==> src/rtl/pipe_front_regs_pkg.sv <==
// Shared constants and register-bundle types for the RV32I front-end pipeline registers.
package riscv_pipe_pkg;

    localparam int unsigned XLEN      = 32;
    localparam int unsigned CTRL_W    = 8;
    localparam int unsigned CNT_W     = 16;
    localparam logic [31:0] RESET_PC  = 32'h0000_0000;
    localparam logic [31:0] NOP_INSTR = 32'h0000_0013;   // addi x0,x0,0

    // Packed decode control bundle; result_src sits in the low bits so ctrl[1:0] is result_src.
    typedef struct packed {
        logic       jump;
        logic [2:0] alu_ctrl;
        logic       mem_write;
        logic       reg_write;
        logic [1:0] result_src;
    } ctrl_t;

    typedef struct packed {
        logic [31:0]     instr;
        logic [XLEN-1:0] pc;
        logic [XLEN-1:0] pc_plus4;
        logic            valid;
    } if_id_t;

    typedef struct packed {
        logic [4:0]      rs1;
        logic [4:0]      rs2;
        logic [4:0]      rd;
        logic [XLEN-1:0] rd1;
        logic [XLEN-1:0] rd2;
        logic [XLEN-1:0] imm_ext;
        logic [XLEN-1:0] pc;
        logic [XLEN-1:0] pc_plus4;
        ctrl_t           ctrl;
        logic            valid;
    } id_ex_t;

    function automatic logic [4:0] rs1_of(input logic [31:0] instr);
        return instr[19:15];
    endfunction

    function automatic logic [4:0] rs2_of(input logic [31:0] instr);
        return instr[24:20];
    endfunction

    function automatic logic [4:0] rd_of(input logic [31:0] instr);
        return instr[11:7];
    endfunction

endpackage

==> src/rtl/pipe_front_regs_if.sv <==
// Hazard interface: the hazard unit (master) drives stalls/flushes, the pipeline registers (slave)
// report the register addresses and result source it needs for forwarding and load-use detection.
interface pipe_front_regs_if;

    logic       stall_f;
    logic       stall_d;
    logic       flush_d;
    logic       flush_e;
    logic [4:0] rs1_d;
    logic [4:0] rs2_d;
    logic [4:0] rs1_e;
    logic [4:0] rs2_e;
    logic [4:0] rd_e;
    logic [1:0] result_src_e;

    modport master (
        output stall_f, stall_d, flush_d, flush_e,
        input  rs1_d, rs2_d, rs1_e, rs2_e, rd_e, result_src_e
    );

    modport slave (
        input  stall_f, stall_d, flush_d, flush_e,
        output rs1_d, rs2_d, rs1_e, rs2_e, rd_e, result_src_e
    );

endinterface

==> src/rtl/pipe_front_regs_pipe_reg.sv <==
// Generic pipeline register: async reset and synchronous clear both load RST_VAL; clear beats enable.
module pipe_reg #(
    parameter int unsigned W       = 1,
    parameter logic [W-1:0] RST_VAL = '0
) (
    input  logic         clk,
    input  logic         rst_n,
    input  logic         en,
    input  logic         clr,
    input  logic [W-1:0] d,
    output logic [W-1:0] q
);

    // Register with clear-over-enable priority.
    always_ff @(posedge clk or negedge rst_n) begin
        if (!rst_n) begin
            q <= RST_VAL;
        end else if (clr) begin
            q <= RST_VAL;
        end else if (en) begin
            q <= d;
        end
    end

endmodule

==> src/rtl/pipe_front_regs.sv <==
// PC register, IF/ID and ID/EX registers of the 5-stage RV32I core, with saturating hazard event counters.
module pipe_front_regs #(
    parameter int unsigned     XLEN      = riscv_pipe_pkg::XLEN,
    parameter logic [XLEN-1:0] RESET_PC  = riscv_pipe_pkg::RESET_PC,
    parameter logic [31:0]     NOP_INSTR = riscv_pipe_pkg::NOP_INSTR,
    parameter int unsigned     CTRL_W    = riscv_pipe_pkg::CTRL_W,
    parameter int unsigned     CNT_W     = riscv_pipe_pkg::CNT_W
) (
    input  logic              clk,
    input  logic              rst_n,
    pipe_front_regs_if.slave  hz,
    input  logic              pcsrc_e,
    input  logic [XLEN-1:0]   pc_target_e,
    input  logic [31:0]       instr_f,
    input  logic [XLEN-1:0]   rd1_d,
    input  logic [XLEN-1:0]   rd2_d,
    input  logic [XLEN-1:0]   imm_ext_d,
    input  logic [CTRL_W-1:0] ctrl_d,
    output logic [XLEN-1:0]   pc_f,
    output logic [31:0]       instr_d,
    output logic [XLEN-1:0]   pc_d,
    output logic [XLEN-1:0]   pc_plus4_d,
    output logic [XLEN-1:0]   rd1_e,
    output logic [XLEN-1:0]   rd2_e,
    output logic [XLEN-1:0]   imm_ext_e,
    output logic [XLEN-1:0]   pc_e,
    output logic [XLEN-1:0]   pc_plus4_e,
    output logic [CTRL_W-1:0] ctrl_e,
    output logic              valid_d,
    output logic              valid_e,
    output logic [CNT_W-1:0]  stall_cnt,
    output logic [CNT_W-1:0]  flush_cnt
);

    import riscv_pipe_pkg::*;

    localparam int unsigned IFID_W = 32 + 2 * XLEN + 1;
    localparam int unsigned IDEX_W = 15 + 5 * XLEN + CTRL_W + 1;
    localparam logic [IFID_W-1:0] IFID_RST = {NOP_INSTR, {(2 * XLEN + 1){1'b0}}};
    localparam logic [XLEN-1:0]   PC_STEP  = {{(XLEN - 3){1'b0}}, 3'd4};
    localparam logic [CNT_W-1:0]  CNT_ONE  = {{(CNT_W - 1){1'b0}}, 1'b1};

    logic [XLEN-1:0]   pc_plus4_f;
    logic [IFID_W-1:0] if_id_d;
    logic [IFID_W-1:0] if_id_q;
    logic [IDEX_W-1:0] id_ex_d;
    logic [IDEX_W-1:0] id_ex_q;
    logic [4:0]        rs1_e;
    logic [4:0]        rs2_e;
    logic [4:0]        rd_e;

    assign pc_plus4_f = pc_f + PC_STEP;

    // PC: a redirect is taken even while fetch is stalled so it can never be lost.
    always_ff @(posedge clk or negedge rst_n) begin
        if (!rst_n) begin
            pc_f <= RESET_PC;
        end else if (pcsrc_e) begin
            pc_f <= pc_target_e;
        end else if (!hz.stall_f) begin
            pc_f <= pc_plus4_f;
        end
    end

    assign if_id_d = {instr_f, pc_f, pc_plus4_f, 1'b1};

    pipe_reg #(
        .W       (IFID_W),
        .RST_VAL (IFID_RST)
    ) u_if_id (
        .clk   (clk),
        .rst_n (rst_n),
        .en    (!hz.stall_d),
        .clr   (hz.flush_d),
        .d     (if_id_d),
        .q     (if_id_q)
    );

    assign {instr_d, pc_d, pc_plus4_d, valid_d} = if_id_q;
    assign hz.rs1_d = rs1_of(instr_d);
    assign hz.rs2_d = rs2_of(instr_d);

    // A stalled decode stage must not also advance into EX, so stall_d bubbles ID/EX.
    assign id_ex_d = {rs1_of(instr_d), rs2_of(instr_d), rd_of(instr_d), rd1_d, rd2_d, imm_ext_d,
                      pc_d, pc_plus4_d, ctrl_d, valid_d};

    pipe_reg #(
        .W       (IDEX_W),
        .RST_VAL ('0)
    ) u_id_ex (
        .clk   (clk),
        .rst_n (rst_n),
        .en    (1'b1),
        .clr   (hz.flush_e | hz.stall_d),
        .d     (id_ex_d),
        .q     (id_ex_q)
    );

    assign {rs1_e, rs2_e, rd_e, rd1_e, rd2_e, imm_ext_e, pc_e, pc_plus4_e, ctrl_e, valid_e} = id_ex_q;
    assign hz.rs1_e        = rs1_e;
    assign hz.rs2_e        = rs2_e;
    assign hz.rd_e         = rd_e;
    assign hz.result_src_e = ctrl_e[1:0];

    // Saturating stall/flush event counters for debug visibility.
    always_ff @(posedge clk or negedge rst_n) begin
        if (!rst_n) begin
            stall_cnt <= '0;
            flush_cnt <= '0;
        end else begin
            if (hz.stall_d && (stall_cnt != '1)) begin
                stall_cnt <= stall_cnt + CNT_ONE;
            end
            if ((hz.flush_d || hz.flush_e) && (flush_cnt != '1)) begin
                flush_cnt <= flush_cnt + CNT_ONE;
            end
        end
    end

endmodule
==> src/flat_wrapper.sv <==
// flat-port wrapper written by rule: the top's interface ports become plain ports
module pipe_front_regs_flat import riscv_pipe_pkg::*;
#(
    parameter int unsigned     XLEN      = riscv_pipe_pkg::XLEN,
    parameter logic [XLEN-1:0] RESET_PC  = riscv_pipe_pkg::RESET_PC,
    parameter logic [31:0]     NOP_INSTR = riscv_pipe_pkg::NOP_INSTR,
    parameter int unsigned     CTRL_W    = riscv_pipe_pkg::CTRL_W,
    parameter int unsigned     CNT_W     = riscv_pipe_pkg::CNT_W
)
  (clk, rst_n, pcsrc_e, pc_target_e, instr_f, rd1_d, rd2_d, imm_ext_d, ctrl_d, pc_f, instr_d, pc_d, pc_plus4_d, rd1_e, rd2_e, imm_ext_e, pc_e, pc_plus4_e, ctrl_e, valid_d, valid_e, stall_cnt, flush_cnt, hz_stall_f, hz_stall_d, hz_flush_d, hz_flush_e, hz_rs1_d, hz_rs2_d, hz_rs1_e, hz_rs2_e, hz_rd_e, hz_result_src_e);
  pipe_front_regs_if hz_i ();
  input  logic clk;
  input  logic rst_n;
  input  logic pcsrc_e;
  input  logic [XLEN-1:0] pc_target_e;
  input  logic [31:0] instr_f;
  input  logic [XLEN-1:0] rd1_d;
  input  logic [XLEN-1:0] rd2_d;
  input  logic [XLEN-1:0] imm_ext_d;
  input  logic [CTRL_W-1:0] ctrl_d;
  output logic [XLEN-1:0] pc_f;
  output logic [31:0] instr_d;
  output logic [XLEN-1:0] pc_d;
  output logic [XLEN-1:0] pc_plus4_d;
  output logic [XLEN-1:0] rd1_e;
  output logic [XLEN-1:0] rd2_e;
  output logic [XLEN-1:0] imm_ext_e;
  output logic [XLEN-1:0] pc_e;
  output logic [XLEN-1:0] pc_plus4_e;
  output logic [CTRL_W-1:0] ctrl_e;
  output logic valid_d;
  output logic valid_e;
  output logic [CNT_W-1:0] stall_cnt;
  output logic [CNT_W-1:0] flush_cnt;
  input wire logic [$bits(hz_i.stall_f)-1:0] hz_stall_f;
  input wire logic [$bits(hz_i.stall_d)-1:0] hz_stall_d;
  input wire logic [$bits(hz_i.flush_d)-1:0] hz_flush_d;
  input wire logic [$bits(hz_i.flush_e)-1:0] hz_flush_e;
  output wire logic [$bits(hz_i.rs1_d)-1:0] hz_rs1_d;
  output wire logic [$bits(hz_i.rs2_d)-1:0] hz_rs2_d;
  output wire logic [$bits(hz_i.rs1_e)-1:0] hz_rs1_e;
  output wire logic [$bits(hz_i.rs2_e)-1:0] hz_rs2_e;
  output wire logic [$bits(hz_i.rd_e)-1:0] hz_rd_e;
  output wire logic [$bits(hz_i.result_src_e)-1:0] hz_result_src_e;
  assign hz_i.stall_f = hz_stall_f;
  assign hz_i.stall_d = hz_stall_d;
  assign hz_i.flush_d = hz_flush_d;
  assign hz_i.flush_e = hz_flush_e;
  assign hz_rs1_d = hz_i.rs1_d;
  assign hz_rs2_d = hz_i.rs2_d;
  assign hz_rs1_e = hz_i.rs1_e;
  assign hz_rs2_e = hz_i.rs2_e;
  assign hz_rd_e = hz_i.rd_e;
  assign hz_result_src_e = hz_i.result_src_e;
  pipe_front_regs #(.XLEN(XLEN), .RESET_PC(RESET_PC), .NOP_INSTR(NOP_INSTR), .CTRL_W(CTRL_W), .CNT_W(CNT_W)) u_core (.clk(clk), .rst_n(rst_n), .hz(hz_i), .pcsrc_e(pcsrc_e), .pc_target_e(pc_target_e), .instr_f(instr_f), .rd1_d(rd1_d), .rd2_d(rd2_d), .imm_ext_d(imm_ext_d), .ctrl_d(ctrl_d), .pc_f(pc_f), .instr_d(instr_d), .pc_d(pc_d), .pc_plus4_d(pc_plus4_d), .rd1_e(rd1_e), .rd2_e(rd2_e), .imm_ext_e(imm_ext_e), .pc_e(pc_e), .pc_plus4_e(pc_plus4_e), .ctrl_e(ctrl_e), .valid_d(valid_d), .valid_e(valid_e), .stall_cnt(stall_cnt), .flush_cnt(flush_cnt));
endmodule
==> config.mk <==
export PLATFORM = sky130hd
export DESIGN_NAME = pipe_front_regs_flat
export DESIGN_NICKNAME = d
export VERILOG_FILES = /design/src/rtl/pipe_front_regs_pkg.sv /design/src/rtl/pipe_front_regs_if.sv /design/src/rtl/pipe_front_regs_pipe_reg.sv /design/src/rtl/pipe_front_regs.sv /design/src/flat_wrapper.sv
export SDC_FILE = /design/constraint.sdc
export NUM_CORES = 1
export LEC_CHECK = 0
export BUFFER_PORTS_ARGS = -buffer_cell sky130_fd_sc_hd__buf_2
export CORE_AREA = 10 10 199 201
export CTS_BUF_LIST = sky130_fd_sc_hd__clkbuf_4
export DETAILED_ROUTE_END_ITERATION = 7
export DIE_AREA = 0 0 209 211
export MAX_ROUTING_LAYER = met4
export PLACE_DENSITY = 0.73
export SYNTH_ARGS = -nofsm -noshare
export SYNTH_HDL_FRONTEND = slang
export SYNTH_HIERARCHICAL = 1
export SYNTH_SLANG_ARGS = --single-unit
export TNS_END_PERCENT = 5
==> constraint.sdc <==
create_clock -name clk -period 1.85 [get_ports clk]
set_clock_uncertainty 0.1 [all_clocks]
set_input_delay 0.185 -clock clk [delete_from_list [all_inputs] [get_ports clk]]
set_output_delay 0.185 -clock clk [all_outputs]
set_load 0.02 [all_outputs]
After elaboration in Yosys (flattened, before gate mapping) --
Index checks and enable logic that the tools add are counted.
Word-level totals: flip-flop bits (word level) 345, bits in latches 0, RAM bits 0, ROM bits 0, input bits 175, output and inout bits 357, logic and storage cells 21, memories 0
Cells by class: add/sub/neg operators 3, multiply operators 0, divide/modulo/power cells 0, $lt $le $gt $ge 0, equality and inequality tests 4, shift-type cells 0, mux-type cells 5, bitwise operators 1, reduce and logical (&&, ||, !) cells 3
Operator list (count):
- 97-bit 2-to-1 mux | 2
- 184-bit 2-to-1 mux | 1
- 32-bit 2-to-1 mux | 2
- 16-bit by 1-bit adder with 16-bit output (second input constant) | 2
- 32-bit by 3-bit adder with 32-bit output (second input constant) | 1
- 16-bit inequality test (second input constant) | 2
- 1-bit logical AND | 2
- 2-bit by 1-bit inequality test with 1-bit output (second input constant) | 1
- 2-bit inequality test (second input constant) | 1
- 1-bit logical OR | 1
- 1-bit OR | 1

Longest topological paths before layout --
depth after elaboration 3, gate-level depth with buffers 9, depth with buffers taken out 7

Hierarchy --
Netlist, hierarchy kept.
Modules (own cells, without submodules):
- pipe_reg (u_core.u_id_ex) | times used 1, cells an instance 593, area an instance 7517.2 um2, seq. area each 4604.4 um2
- pipe_front_regs | times used 1, cells an instance 441, area an instance 4092.7 um2, seq. area each 1601.5 um2
- pipe_reg (u_core.u_if_id) | times used 1, cells an instance 313, area an instance 3930.0 um2, seq. area each 2431.1 um2

Worst setup path after synthesis --
Ideal clock, no wire load.
path type register -> register, start point register u_core.pc_f[8], end point register u_core.u_if_id.q[21], setup time 0.132 ns, arrival 1.940 ns, required time 1.618 ns, setup slack -0.322 ns, cell stages (with the launch flop) 10, buffers on the path 3, clock period less this slack 2.172 ns, cell sequence dfrtp_1 -> buf_2 -> and4_1 -> nand4_1 -> clkbuf_1 -> buf_2 -> nor3_1 -> xor2_1 -> mux2i_1 -> nor2_1
Between the ends: word-level cells in the longest chain between the ends 3
RTL lines:
- start: declaration | line pipe_front_regs.sv:19 | output logic [XLEN-1:0] pc_f,
- start signal: assignment | line pipe_front_regs.sv:59 | pc_f <= pc_target_e;
- start signal: assignment | line pipe_front_regs.sv:61 | pc_f <= pc_plus4_f;
- 32-bit by 3-bit adder with 32-bit output | line pipe_front_regs.sv:52 | assign pc_plus4_f = pc_f + PC_STEP;
- named net u_core.pc_plus4_f[20] | line pipe_front_regs.sv:43 | logic [XLEN-1:0] pc_plus4_f;
- 97-bit 2-to-1 mux | line pipe_front_regs_pipe_reg.sv:20 | end else if (en) begin
- 97-bit 2-to-1 mux | line pipe_front_regs_pipe_reg.sv:18 | end else if (clr) begin
- end signal: assignment | line pipe_front_regs_pipe_reg.sv:17 | q <= RST_VAL;
- end signal: assignment | line pipe_front_regs_pipe_reg.sv:19 | q <= RST_VAL;
- end signal: assignment | line pipe_front_regs_pipe_reg.sv:21 | q <= d;
- end: declaration | line pipe_front_regs_pipe_reg.sv:11 | output logic [W-1:0] q
The timed path passes the listed nets, and every way through them passes these cells. The select of a mux whose other input is x is not followed. A chain may end at the register's enable or synchronous reset.

Final worst setup path --
start point register u_core.pc_f[8], end point register u_core.pc_f[22]
Between the ends: word-level cells in the longest chain between the ends 3
RTL lines:
- 32-bit by 3-bit adder with 32-bit output | line pipe_front_regs.sv:52
- 32-bit 2-to-1 mux | line pipe_front_regs.sv:60 | end else if (!hz.stall_f) begin
- 32-bit 2-to-1 mux | line pipe_front_regs.sv:58 | end else if (pcsrc_e) begin
Every way passes these cells. The select of a mux whose other input is x is not followed.

==> run_results.csv <==
group,metric,value,unit
cts,cts_tree,"done",
cts,worstSkewPairLatency,0.79,ns
synth,synthTopCellsByArea,"dfrtp_1, mux2i_1, nor2_1, xnor2_1, buf_8",
synth,synth-compound-area-share,0.0286,
synth,synthAdderAreaFrac,0.00242,
synth,synth_top_cell_area_share,0.551,
die,initial_core_util,0.439,
pwr,total_power,19.8,mW
sta,layout_min_cycle_time,1.96,ns
synth,synth_top_family_by_area,"multiplexers",
worst_setup_path,cp.required,2.45,ns
pwr,combPwrFrac,0.217,
pwr,cellLeakagePower,12.8,nW
sta,fmax,510,MHz
sta,worst_slack,-0.111,ns
routing,via_per_inst,5.31,
cts,clockRootBuffer,"clkbuf_4",
cells_and_area,fillCellCount,2438,
cells_and_area,areaGrowthSynthToFinish,54.2,%
synth,async_flop_share,1.00,
cells_and_area,fin_util,0.677,
routing,num_vias,15100,
cts,clk_pin_slew_worst_paths,0.08,ns
cells_and_area,final_nets,2491,
synth,synth_edf_count,0,
routing,drtPass1Iterations,5,
cts,h-tree-depth,3,
worst_hold_path,hold_path_depth,4,
die,dieArea,0.0441,mm2
run,maxCapViolCount,0,
worst_setup_path,r2r_cells,5,
pwr,peakVddDrop,0.983,mV
routing,initialDrtViolationCount,1262,
global_routing,gr-total-overflow,0,
global_routing,antenna_found_initial,6,
pwr,netSwitchingFraction,0.314,
pwr,switching_power,6.24,mW
sta,finalHoldViolCount,0,
cts,cts_sinks,345,
synth,synth_warnings,6,
worst_setup_path,arrival,2.56,ns
cells_and_area,layout-drive-gt1-share,0.361,
worst_hold_path,hold_path.class,"in2reg",
synth,ys_seq_area_frac,0.556,
global_routing,grt_max_degree,185,
cells_and_area,regArea,0.00866,mm2
place,hpwl,38.4,mm
global_routing,grt_first_pass_wirelength,96.6,mm
synth,synthCells,1347,
worst_setup_path,reg2reg_slack,-0.11,ns
global_routing,groute.usage.overall,0.285,
synth,synthXorXnorAreaFrac,0.0366,
die,io_pins,532,
synth,yosys.area.top_type,"dfrtp_1",
die,die-width,209,um
die,core,0.0354,mm2
sta,finalSetupViolCount,19,
worst_hold_path,min_to,"u_core/pc_f[16]",
synth,syn-mean-instance-area,11.5,um2
synth,post-synth-top-count-cell,"dfrtp_1",
routing,wl_per_cell,22.3,um
synth,yosys_register_bits,345,
synth,synthSimpleGateAreaFrac,0.140,
cells_and_area,multiInputGateArea,0.00623,mm2
synth,synthMuxAreaShare,0.183,
pwr,power_frac_seq,0.431,
sta,maxSlewViolCount,0,
worst_setup_path,reg2reg_to,"u_core/pc_f[22]",
sta,rsz0062_at_grt,"yes",
synth,ys_top_cells_by_count,"dfrtp_1, nor2_1, mux2i_1",
synth,synth.distinct_cells,55,
die,rows,69,
place,pre_cts_slack,-0.105,ns
pwr,powerDensity,829,mW/mm2
routing,postRouteAntennaNets,0,
worst_setup_path,path_max_fanout,13,
sta,fin_crit_sh,1.06,
routing,remaining_drc_errors,0,
status,violations,"negative setup slack",
place,place.port_buffers,531,
synth,syn_area,0.0155,mm2
worst_hold_path,hold_start,"pcsrc_e",
synth,synth_flop_cell,"dfrtp_1",
cts,cts_buffers,91,
pwr,p_clk_frac,0.352,
pwr,intPower,13.6,mW
worst_setup_path,critPathCaptureType,"flip-flop",
cts,clock_path_buffers,3,
die,die_y,211,um
global_routing,first_global_vias,16400,
worst_setup_path,worstSetupPathType,"reg2reg",
place,gp_congestion,0.920,
worst_setup_path,timing.rr.start,"u_core/pc_f[8]",
routing,routed_wl,63.6,mm
status,status,"finished, violations left",
worst_setup_path,startpoint_type,"flip-flop",
-- power by group through the flow --
stage	registers, mW	clock network [mW]	logic (mW)
6_report	8.55	7.00	4.31
5_1_grt	8.60	7.58	4.58
4_1_cts	8.52	7.05	4.16
3_5_place_dp	8.64	0	3.50
3_3_place_gp	8.61	0	3.44
2_1_floorplan	9.18	0	1.43
-- registers in the layout, indices dropped and copies added (netlist names) --
name              count
u_core/flush_cnt     16
u_core/pc_f          32
u_core/u_if_id/q     97
u_core/stall_cnt     16
u_core/u_id_ex/q    184
-- per-layer routing --
metal  vias up  GRT usage  wire length, um
met2       856      0.469            31700
met1      7441      0.316            23800
li1       6601          -                -
met3       229     0.0634             4600
met5         -          -                0
met4         0      0.167             3480
-- worst max-delay path by stage --
| stage | to | startpoint |
|---|---|---|
| after floorplan | u_core/pc_f[31] | u_core/pc_f[5] |
| final | u_core/pc_f[22] | u_core/pc_f[8] |
| after detailed placement | u_core/pc_f[26] | u_core/pc_f[3] |
| after CTS | u_core/pc_f[31] | u_core/pc_f[15] |
| after global placement | u_core/pc_f[16] | u_core/pc_f[3] |
| after global routing | u_core/pc_f[30] | u_core/pc_f[22] |
-- stage by stage --
stage	hold slack, ns	cell area [um2]	cells	TNS (ns)
after floorplan	-0.211	15600	1348	-2.69
after global placement	0.0269	18900	2339	-0.271
after detailed placement	0.0288	18900	2339	-0.659
after CTS	0.0127	23800	2838	-0.854
after global routing	0.114	24000	2849	-2.90
final	0.114	24000	2849	-0.833
-- repair_timing --
item / CTS / global route
pin swaps: 5 / 17
gates cloned: 0 / 1
hold endpoints to repair: 673 / 0
endpoints found under the setup margin: 48 / 59
hold buffers: 328 / 0
buffers inserted: 9 / 4
resized for setup: 82 / 37
-- cell usage in the layout, fill, tap and decap left out, types with 26 or more instances in the layout --
cell           count
buf_2            499
buf_4             80
buf_6             54
clkbuf_4         136
dfrtp_1          320
dlygate4sd3_1    327
mux2i_1          279
nand2_1           36
nand3_1           32
nor2_1           302
xnor2_1           39
xor2_1            26
-- final cells by class --
| class | instances | share of cell area |
|---|---|---|
| timing repair buffer | 975 | 0.303 |
| clock buffer | 136 | 0.0426 |
| multi-input combinational | 896 | 0.260 |
| sequential | 345 | 0.362 |
| antenna | 6 | 0.000627 |
| inverter | 4 | 0.000836 |
| clock inverter | 26 | 0.00684 |
| tap | 461 | 0.0241 |
-- logic make-up (layout without fill, tap and decap cells) --
kind of cell / count (synthesis) / in the layout
other: 1 / 8
AO/OA/AOI/OAI: 67 / 67
buffers and inverters: 108 / 1141
AND/OR/NAND/NOR: 474 / 475
multiplexers: 284 / 284
flip-flops: 345 / 345
adder cells (fa/ha/maj): 3 / 3
XOR/XNOR: 65 / 65
-- worst max-delay path, stage by stage (launching register included) --
cell	delay (ns)
dfrtp_2	0.42
and4_4	0.26
nand4_1	0.15
buf_4	0.22
or4_1	0.51
a31oi_1	0.22
(Power assumes the default switching activity.)
